==> config.mk <==
export PLATFORM = sky130hd
export DESIGN_NAME = core_ctrl_fsm
export DESIGN_NICKNAME = d
export VERILOG_FILES = /design/src/rtl/core_ctrl_fsm.sv
export SDC_FILE = /design/constraint.sdc
export NUM_CORES = 1
export LEC_CHECK = 0
export CAP_MARGIN = 20
export CORE_MARGIN = 3
export CORE_UTILIZATION = 45
export CTS_BUF_LIST = sky130_fd_sc_hd__clkbuf_4
export DETAILED_ROUTE_END_ITERATION = 16
export PLACE_DENSITY_LB_ADDON = 0.05
export SYNTH_ARGS = -nofsm -noshare
export SYNTH_HDL_FRONTEND = slang
export SYNTH_SLANG_ARGS = --single-unit
==> constraint.sdc <==
create_clock -name clk -period 2.14 [get_ports clk]
set_input_delay 0.642 -clock clk [delete_from_list [all_inputs] [get_ports clk]]
set_output_delay 0.642 -clock clk [all_outputs]
set_load 0.02 [all_outputs]
==> src/rtl/core_ctrl_fsm.sv <==
// Multi-cycle control sequencer for the RV32I core: fetch/decode/execute/memory/write-back
// with a retired-instruction counter and a bus-timeout watchdog.
module core_ctrl_fsm #(
    parameter int CNT_W       = 32,
    parameter int TIMEOUT_W   = 8,
    parameter int MEM_TIMEOUT = 255
) (
    input  logic             clk,
    input  logic             rst,
    input  logic             run,
    output logic             imem_req,
    input  logic             imem_ack,
    output logic             ir_we,
    input  logic             illegal,
    input  logic             is_system,
    input  logic             is_load,
    input  logic             is_store,
    input  logic             reg_we_dec,
    output logic             dmem_req,
    output logic             dmem_we,
    input  logic             dmem_ack,
    output logic             rf_we,
    output logic             pc_we,
    output logic             retire,
    output logic [CNT_W-1:0] instret,
    output logic             halted,
    output logic             fault,
    output logic [2:0]       state
);

    typedef enum logic [2:0] {
        BOOT   = 3'd0,
        FETCH  = 3'd1,
        DECODE = 3'd2,
        EXEC   = 3'd3,
        MEM    = 3'd4,
        WB     = 3'd5,
        HALT   = 3'd6,
        FAULT  = 3'd7
    } state_e;

    localparam logic [TIMEOUT_W-1:0] WDOG_LAST = TIMEOUT_W'(MEM_TIMEOUT - 1);
    localparam bit                   WDOG_EN   = (MEM_TIMEOUT != 0);

    state_e               state_q, state_d;
    logic [CNT_W-1:0]     instret_q;
    logic [TIMEOUT_W-1:0] wdog_q, wdog_d;
    logic                 timedOut;

    // True in the last permitted request cycle; an ack in that cycle still wins.
    assign timedOut = WDOG_EN && (wdog_q == WDOG_LAST);

    always_ff @(posedge clk or posedge rst) begin
        if (rst) begin
            state_q   <= BOOT;
            instret_q <= '0;
            wdog_q    <= '0;
        end else begin
            state_q <= state_d;
            wdog_q  <= wdog_d;
            if (retire) begin
                instret_q <= instret_q + CNT_W'(1);
            end
        end
    end

    always_comb begin
        state_d  = state_q;
        wdog_d   = '0;
        imem_req = 1'b0;
        ir_we    = 1'b0;
        dmem_req = 1'b0;
        dmem_we  = 1'b0;
        rf_we    = 1'b0;
        pc_we    = 1'b0;
        retire   = 1'b0;
        halted   = 1'b0;
        fault    = 1'b0;
        case (state_q)
            BOOT: begin
                if (run) begin
                    state_d = FETCH;
                end
            end
            FETCH: begin
                imem_req = 1'b1;
                if (imem_ack) begin
                    ir_we   = 1'b1;
                    state_d = DECODE;
                end else if (timedOut) begin
                    state_d = FAULT;
                end else begin
                    wdog_d = wdog_q + TIMEOUT_W'(1);
                end
            end
            DECODE: begin
                if (illegal) begin
                    state_d = FAULT;
                end else if (is_system) begin
                    state_d = HALT;
                end else begin
                    state_d = EXEC;
                end
            end
            EXEC: begin
                state_d = (is_load || is_store) ? MEM : WB;
            end
            MEM: begin
                dmem_req = 1'b1;
                dmem_we  = is_store;
                if (dmem_ack) begin
                    // Stores finish here; the decoder's register write is ignored.
                    if (is_store) begin
                        pc_we   = 1'b1;
                        retire  = 1'b1;
                        state_d = FETCH;
                    end else begin
                        state_d = WB;
                    end
                end else if (timedOut) begin
                    state_d = FAULT;
                end else begin
                    wdog_d = wdog_q + TIMEOUT_W'(1);
                end
            end
            WB: begin
                rf_we   = reg_we_dec & ~is_store;
                pc_we   = 1'b1;
                retire  = 1'b1;
                state_d = FETCH;
            end
            HALT: begin
                halted = 1'b1;
            end
            FAULT: begin
                fault = 1'b1;
            end
            default: begin
                state_d = FAULT;
            end
        endcase
    end

    assign instret = instret_q;
    assign state   = state_q;

endmodule

==> results of run 1 <==
==> sequential cells by signal (all words and copies together) (netlist names) <==
signal,flops
instret,32
state,3
wdog_q,8
==> worst max-delay path, delay by kind of cell <==
family                 cells  cell delay, ns
AO/OA/AOI/OAI              1            0.09
XOR/XNOR                   1            0.16
buffers and inverters      1            0.26
AND/OR/NAND/NOR            3            1.26
==> cells by family (layout without fill, tap and decap cells) <==
kind of cell	after synthesis	in the layout	synth area share, %
flip-flops	43	43	51.7
multiplexers	1	1	0.541
buffers and inverters	14	96	2.94
XOR/XNOR	37	37	15.6
AND/OR/NAND/NOR	92	92	23.8
AO/OA/AOI/OAI	12	12	3.72
adder cells (fa/ha/maj)	3	3	1.80
==> worst paths after layout <==
path | slack [ns] | end | cells after the start
hold reg to reg | 0.49 | instret[31]$_DFFE_PP0P_ | 1
max in group asynchronous | 1.29 | state[0]$_DFFE_PP0P_ | 3
min in group asynchronous | 0.65 | wdog_q[3]$_DFF_PP0_ | 3
setup / recovery | 0.01 | instret[31]$_DFFE_PP0P_ | 6
hold / removal | 0.49 | instret[31]$_DFFE_PP0P_ | 1
setup reg to reg | 0.03 | instret[31]$_DFFE_PP0P_ | 6
==> synth_stat cells <==
cell type | count | area [µm²]
a21oi_1 | 4 | 20.0
a311oi_1 | 1 | 8.76
a31oi_1 | 1 | 6.26
and2_1 | 2 | 12.5
and3_1 | 7 | 43.8
and4_1 | 4 | 35.0
buf_2 | 1 | 5.00
buf_4 | 2 | 15.0
clkbuf_1 | 3 | 11.3
dfrtp_1 | 43 | 1080
ha_1 | 3 | 37.5
inv_1 | 8 | 30.0
mux2_2 | 1 | 11.3
nand2_1 | 19 | 71.3
nand2b_1 | 1 | 6.26
nand3_1 | 11 | 55.1
nand3b_4 | 1 | 20.0
nand4_1 | 5 | 31.3
nor2_1 | 24 | 90.1
nor2b_1 | 1 | 6.26
nor3_1 | 6 | 30.0
nor3_2 | 3 | 30.0
nor3b_1 | 1 | 7.51
nor4_1 | 2 | 12.5
nor4bb_1 | 1 | 10.0
o211ai_1 | 1 | 7.51
o21ai_0 | 2 | 10.0
o2bb2ai_1 | 1 | 8.76
o311ai_0 | 1 | 8.76
o31ai_1 | 1 | 7.51
or3_1 | 2 | 12.5
or4_4 | 1 | 11.3
or4b_1 | 1 | 10.0
xnor2_1 | 13 | 114
xor2_1 | 24 | 210
==> power by group <==
group | switching [mW] | leakage, nW | internal, mW | total [mW]
clock | 0.259 | 0.0347 | 0.123 | 0.382
combinational | 0.0766 | 0.979 | 0.0632 | 0.140
sequential | 0.0112 | 0.574 | 0.821 | 0.832
total | 0.347 | 1.59 | 1.01 | 1.35
==> cells in the final DEF, fill, tap and decap left out, drive strengths merged <==
cell	n
nand3	11
mux2	1
nand2	19
a21oi	4
dlygate4sd2	6
clkinv	3
o211ai	1
o21ai	2
and4	4
xnor2	13
nand3b	1
dlymetal6s2s	11
clkdlybuf4s50	27
nor3	9
or4	1
nor2	24
clkbuf	6
inv	8
and2	2
o311ai	1
nor2b	1
nand4	5
a31oi	1
clkdlybuf4s15	2
nor4	2
dfrtp	43
o31ai	1
or4b	1
or3	2
nand2b	1
nor4bb	1
o2bb2ai	1
ha	3
buf	33
a311oi	1
and3	7
xor2	24
nor3b	1
==> metal layers <==
layer | part of all wire [%] | vias to the layer above
li1 | - | 846
met1 | 47 | 804
met2 | 47 | 34
met3 | 4.2 | 6
met4 | 0.98 | 0
met5 | 0 | -
==> metrics by stage <==
step / hold slack (ns) / util [%]
floorplan: 0.493 / -
global placement: 0.458 / 64.6
detailed placement: 0.485 / 64.6
CTS: 0.502 / 66.1
global route: 0.509 / 66.9
finish: 0.493 / 66.9
==> timing repair <==
| item | 4_1_cts | 5_1_grt |
|---|---|---|
| setup endpoints to repair | 24 | 26 |
| setup buffers | 2 | 2 |
| resized for setup | 38 | 21 |
| pin swaps | 2 | 2 |
==> cell type report <==
class                   count  area (µm²)  share of cell area (%)
clock buffers               5        37.5                    1.27
clock inverters             3        15.0                   0.508
inverters                   8        30.0                    1.02
multi-input cells         145         992                    33.6
flip-flops and latches     43        1080                    36.5
well taps                  52        65.1                    2.20
repair buffers             80         736                    24.9
==> results.py, run 1 <==
metrics = {
    "outcome": {
        "status": "finished clean",
    },
    "finish": {
        "layout.nets": 296,
        "layoutNonFillerInstCount": 336,
        "antenna_cells": 0,
        "fillers": 371,
        "drive_gt1_share_pct": 21.1,
        "final_area_um2": 2950,
        "syn_to_final_growth_pct": 41.8,
    },
    "sta": {
        "max_slew_margin_pct": 75.1,
        "tightest_slew_ns": 0.369,
        "setup_viol": 0,
        "fin_ws_ns": 0.0107,
        "fin_crit_ns": 2.13,
        "hold_viol": 0,
        "finalClockSkew_ns": 0.00777,
        "period_share_pct": 99.5,
        "fin_setup_tns_ns": 0,
        "rsz0062_at_grt": "yes",
        "drv_slew": 0,
        "max_freq_mhz": 470,
    },
    "cts": {
        "ctsHtreeMaxLevel": 2,
        "insertion_delay_ns": 0.35,
        "cts_hold_buf": 0,
        "clock-sinks": 43,
        "root_buffer": "clkbuf_4",
        "numCtsBuffers": 5,
        "clk_pin_slew_ns": 0.12,
        "clockBufferDepth": 2,
        "cts_tree": "built",
    },
    "placement": {
        "place_hpwl_um": 3220,
        "placed_area_um2": 2850,
        "port-buffer-count": 53,
        "dp.cells": 324,
        "pre_cts_ws_ns": -0.702,
        "globalplace.congestion": 0.778,
    },
    "synthesis": {
        "syn_nets": 215,
        "synthCells": 202,
        "avgSynthCellArea_um2": 10.3,
        "synth_seq_cells": 43,
        "yosysWarnings": 0,
        "netlist_area_um2": 2080,
        "yosysSeqAreaShare_pct": 51.7,
        "synthDistinctLibCells": 35,
    },
    "critical_path": {
        "critPathLaunchType": "primary input",
        "cp_slowest_cell": "or4_4",
        "worstReg2RegStart": "state[2]$_DFFE_PP0P_",
        "worstSetupStartpoint": "is_store",
        "critPathKind": "primary input to flop",
        "critPathRequiredTime_ns": 2.42,
        "cp_data_arrival_time_ns": 2.41,
        "cp-end-kind": "flop",
        "crit_chain": "dlygate4sd2_1, a21oi_4, or4b_4, or4_4, nor3_4, xor2_1",
        "cp_max_fo": 4,
        "max_stage_delay_ns": 0.58,
    },
    "route": {
        "viasPerCell": 5.03,
        "ant_nets": 0,
        "wire_per_inst_um": 13.3,
        "drc": 0,
        "drt_iter0_markers": 38,
        "dr.pass1.iters": 4,
        "num_vias": 1690,
        "wirelength_um": 4490,
    },
    "power_and_ir_drop": {
        "leakage_nw": 1.59,
        "peakVddDrop_mv": 0.271,
        "p_total_mw": 1.35,
        "power_density_nw_per_um2": 458,
    },
    "floorplanning": {
        "core_um2": 4410,
        "boundaryPins": 54,
        "core.rowCount": 24,
        "die-area_um2": 5480,
        "chipWidth_um": 74.0,
        "die_y_um": 74.0,
        "initial_utilization_pct": 47.2,
    },
    "global_route": {
        "grt_pass1_vias": 1610,
        "antenna_found_initial": 0,
        "grt_pass1_wl_um": 7450,
        "grt_util_met3_pct": 5.00,
        "busiest_layer": "met2",
        "grt_util_met1_pct": 22.3,
        "met2_usage_pct": 28.3,
        "grt.total_usage_pct": 17.4,
        "grt_max_degree": 44,
        "grt-ovfl-total": 0,
    },
    "run": {
        "drv_cap": 0,
    },
    "hold_path": {
        "min_from": "instret[31]$_DFFE_PP0P_",
        "hold_path.class": "flop to flop",
    },
}
(Power assumes the default switching activity.)
==> run 2: changes to the inputs <==
--- a/config.mk
+++ b/config.mk
@@ -5,9 +5,10 @@
 export SDC_FILE = /design/constraint.sdc
 export NUM_CORES = 1
 export LEC_CHECK = 0
+export ABC_AREA = 1
 export CAP_MARGIN = 20
 export CORE_MARGIN = 3
-export CORE_UTILIZATION = 45
+export CORE_UTILIZATION = 48
 export CTS_BUF_LIST = sky130_fd_sc_hd__clkbuf_4
 export DETAILED_ROUTE_END_ITERATION = 16
 export PLACE_DENSITY_LB_ADDON = 0.05
==> run 2 against run 1 <==
  * Count of clock-buffer cells in the layout unchanged
  * First-iteration DRC count increased to 3.0 times the previous value
  * Largest power group unchanged
  * Design area increased by 11%
  * Sequential share of layout area decreased by 3.7 points
  * Wire length increased by 26%
  * Via count increased by 33%
  * Largest cell class is now multi-input combinational cells
==> results.py, run 2 <==
metrics = {
    "cts": {
        "root_buffer": "clkbuf_4",
        "clk_pin_slew_ns": 0.11,
        "cts_hold_buf": 0,
        "clockBufferDepth": 2,
        "clock-sinks": 43,
        "cts_tree": "built",
        "numCtsBuffers": 5,
        "ctsHtreeMaxLevel": 2,
        "insertion_delay_ns": 0.36,
    },
    "sta": {
        "finalClockSkew_ns": 0.0148,
        "max_freq_mhz": 471,
        "drv_slew": 0,
        "holdWs_ns": 0.491,
        "fin_crit_ns": 2.12,
        "hold_viol": 0,
        "tightest_slew_ns": 0.356,
        "period_share_pct": 99.1,
        "fin_ws_ns": 0.0183,
        "setup_viol": 0,
        "max_slew_margin_pct": 76.2,
        "rsz0062_at_grt": "yes",
        "fin_setup_tns_ns": 0,
    },
    "outcome": {
        "status": "finished clean",
    },
    "finish": {
        "antenna_cells": 0,
        "largest_reg_flops": 32,
        "layout.nets": 414,
        "layoutNonFillerInstCount": 468,
        "final_common_cell": "nand2_1",
        "fillers": 438,
        "final_cell_mix": "103 x nand2_1, 45 x nor2_1, 41 x dfrtp_1",
        "drive_gt1_share_pct": 13.0,
        "final_util_pct": 67.4,
        "final_area_um2": 3290,
        "syn_to_final_growth_pct": 31.4,
    },
    "floorplanning": {
        "chipWidth_um": 78.2,
        "core.rowCount": 25,
        "core_um2": 4880,
        "die_y_um": 78.2,
        "boundaryPins": 54,
        "die-area_um2": 6120,
        "initial_utilization_pct": 51.3,
    },
    "global_route": {
        "grt-ovfl-total": 0,
        "grt_pass1_wl_um": 9650,
        "grt_util_met1_pct": 25.6,
        "antenna_found_initial": 0,
        "grt_pass1_vias": 2182,
        "met2_usage_pct": 32.6,
        "grt_max_degree": 44,
        "busiest_layer": "met2",
        "grt.total_usage_pct": 19.6,
        "grt_util_met3_pct": 4.59,
    },
    "route": {
        "drc": 0,
        "dr.pass1.iters": 4,
        "ant_nets": 0,
        "drt_iter0_markers": 113,
        "wirelength_um": 5640,
        "viasPerCell": 4.81,
        "num_vias": 2253,
        "wire_per_inst_um": 12.0,
    },
    "critical_path": {
        "critPathKind": "primary input to primary output",
        "cp_data_arrival_time_ns": 1.48,
        "cp-end-kind": "primary output",
        "critPathLaunchType": "primary input",
        "cp_max_fo": 2,
        "critPathRequiredTime_ns": 1.50,
        "r2r_slack_ns": 0.49,
        "ff2ff_path_depth": 8,
        "r2r-end": "instret[30]$_DFFE_PP0P_",
        "worstReg2RegStart": "instret[1]$_DFFE_PP0P_",
    },
    "synthesis": {
        "synthDistinctLibCells": 29,
        "syn_nets": 341,
        "synthTopCellsByArea": "dfrtp_1 43%, nand2_1 16%, nor2_1 6.7%",
        "synth_most_common_cell": "nand2_1",
        "yosys.area.top_type": "dfrtp_1",
        "synth_seq_cells": 43,
        "avgSynthCellArea_um2": 7.63,
        "async_flop_share_pct": 100,
        "yosysWarnings": 0,
        "yosys-top-cells-count": "105 x nand2_1, 45 x nor2_1, 43 x dfrtp_1",
        "yosysSeqAreaShare_pct": 43.0,
        "synth.top_cell.area_share_pct": 43.0,
        "netlist_area_um2": 2500,
        "synth_ff_type": "dfrtp_1",
        "synthCells": 328,
        "synth_edf_count": 0,
    },
    "hold_path": {
        "hold_depth": 1,
        "min_from": "wdog_q[0]$_DFF_PP0_",
        "hold_end": "wdog_q[0]$_DFF_PP0_",
        "hold_path.class": "flop to flop",
    },
    "placement": {
        "port-buffer-count": 53,
        "globalplace.congestion": 0.943,
        "placed_area_um2": 3220,
        "pre_cts_ws_ns": -0.553,
        "dp.cells": 460,
        "place_hpwl_um": 4390,
    },
    "run": {
        "drv_cap": 0,
    },
    "power_and_ir_drop": {
        "power_density_nw_per_um2": 373,
        "peakVddDrop_mv": 0.366,
        "p_total_mw": 1.23,
        "leakage_nw": 1.75,
    },
}
-- run 2: changes by cell type after synthesis, sizes merged, moves of 4 or more --
cell,change
nand4,+6
and4,-4
nand2,+91
inv,+34
nand3,+11
and3,-7
nand3b,+4
xor2,-15
nor2,+28
xnor2,-4
-- run 2: cell families (layout without fill, tap and decap cells) --
| group | count (synthesis) | in the layout | synth area share [%] |
|---|---|---|---|
| DFF | 43 | 43 | 43.0 |
| buffers and inverters | 44 | 117 | 6.95 |
| adders and majority gates | 3 | 3 | 1.50 |
| xor gates and xnor gates | 18 | 18 | 6.60 |
| and+or+nand+nor | 210 | 210 | 39.7 |
| AOI/OAI and AO/OA | 10 | 10 | 2.25 |
-- run 2: worst max-delay path: stages --
cell,delay (ns)
clkdlybuf4s50_1,0.47
inv_1,0.05
nor2_1,0.14
buf_4,0.17
-- run 2: repair_timing --
action	in CTS	in global routing
cloned	0	0
resized for setup	34	21
setup buffers	0	1
endpoints found under the setup margin	11	21
-- run 2: metal layers --
layer | wire (µm) | vias to the layer above
met5 | 0 | -
met4 | 63 | 0
met3 | 255 | 6
met2 | 2590 | 50
met1 | 2720 | 1026
li1 | - | 1171
-- run 2: power breakdown --
part           switching [mW]  total [mW]  internal [mW]  leakage [nW]
Combinational          0.0232      0.0438         0.0206          1.15
Clock                   0.256       0.373          0.117        0.0285
Sequential                  0       0.812          0.812         0.569
-- run 2: worst max path at each step --
stage | from | endpoint | slack, ns | cells past startpoint
floorplan | is_store | retire | 0.27 | 5
global placement | is_store | retire | -0.55 | 6
detailed placement | is_store | pc_we | -0.55 | 6
CTS | instret[17]$_DFFE_PP0P_ | instret[17] | 0.002 | 1
global route | imem_ack | ir_we | -0.04 | 4
finish | imem_ack | ir_we | 0.02 | 4
-- run 2: area by class of cell --
cell class / count / area [µm²] / area share, %
clock inverters: 2 / 8.76 / 0.266
flip-flops and latches: 43 / 1080 / 32.8
well taps: 67 / 83.8 / 2.55
inverters: 43 / 166 / 5.06
multi-input cells: 241 / 1260 / 38.3
clock buffers: 5 / 37.5 / 1.14
repair buffers: 67 / 657 / 20.0
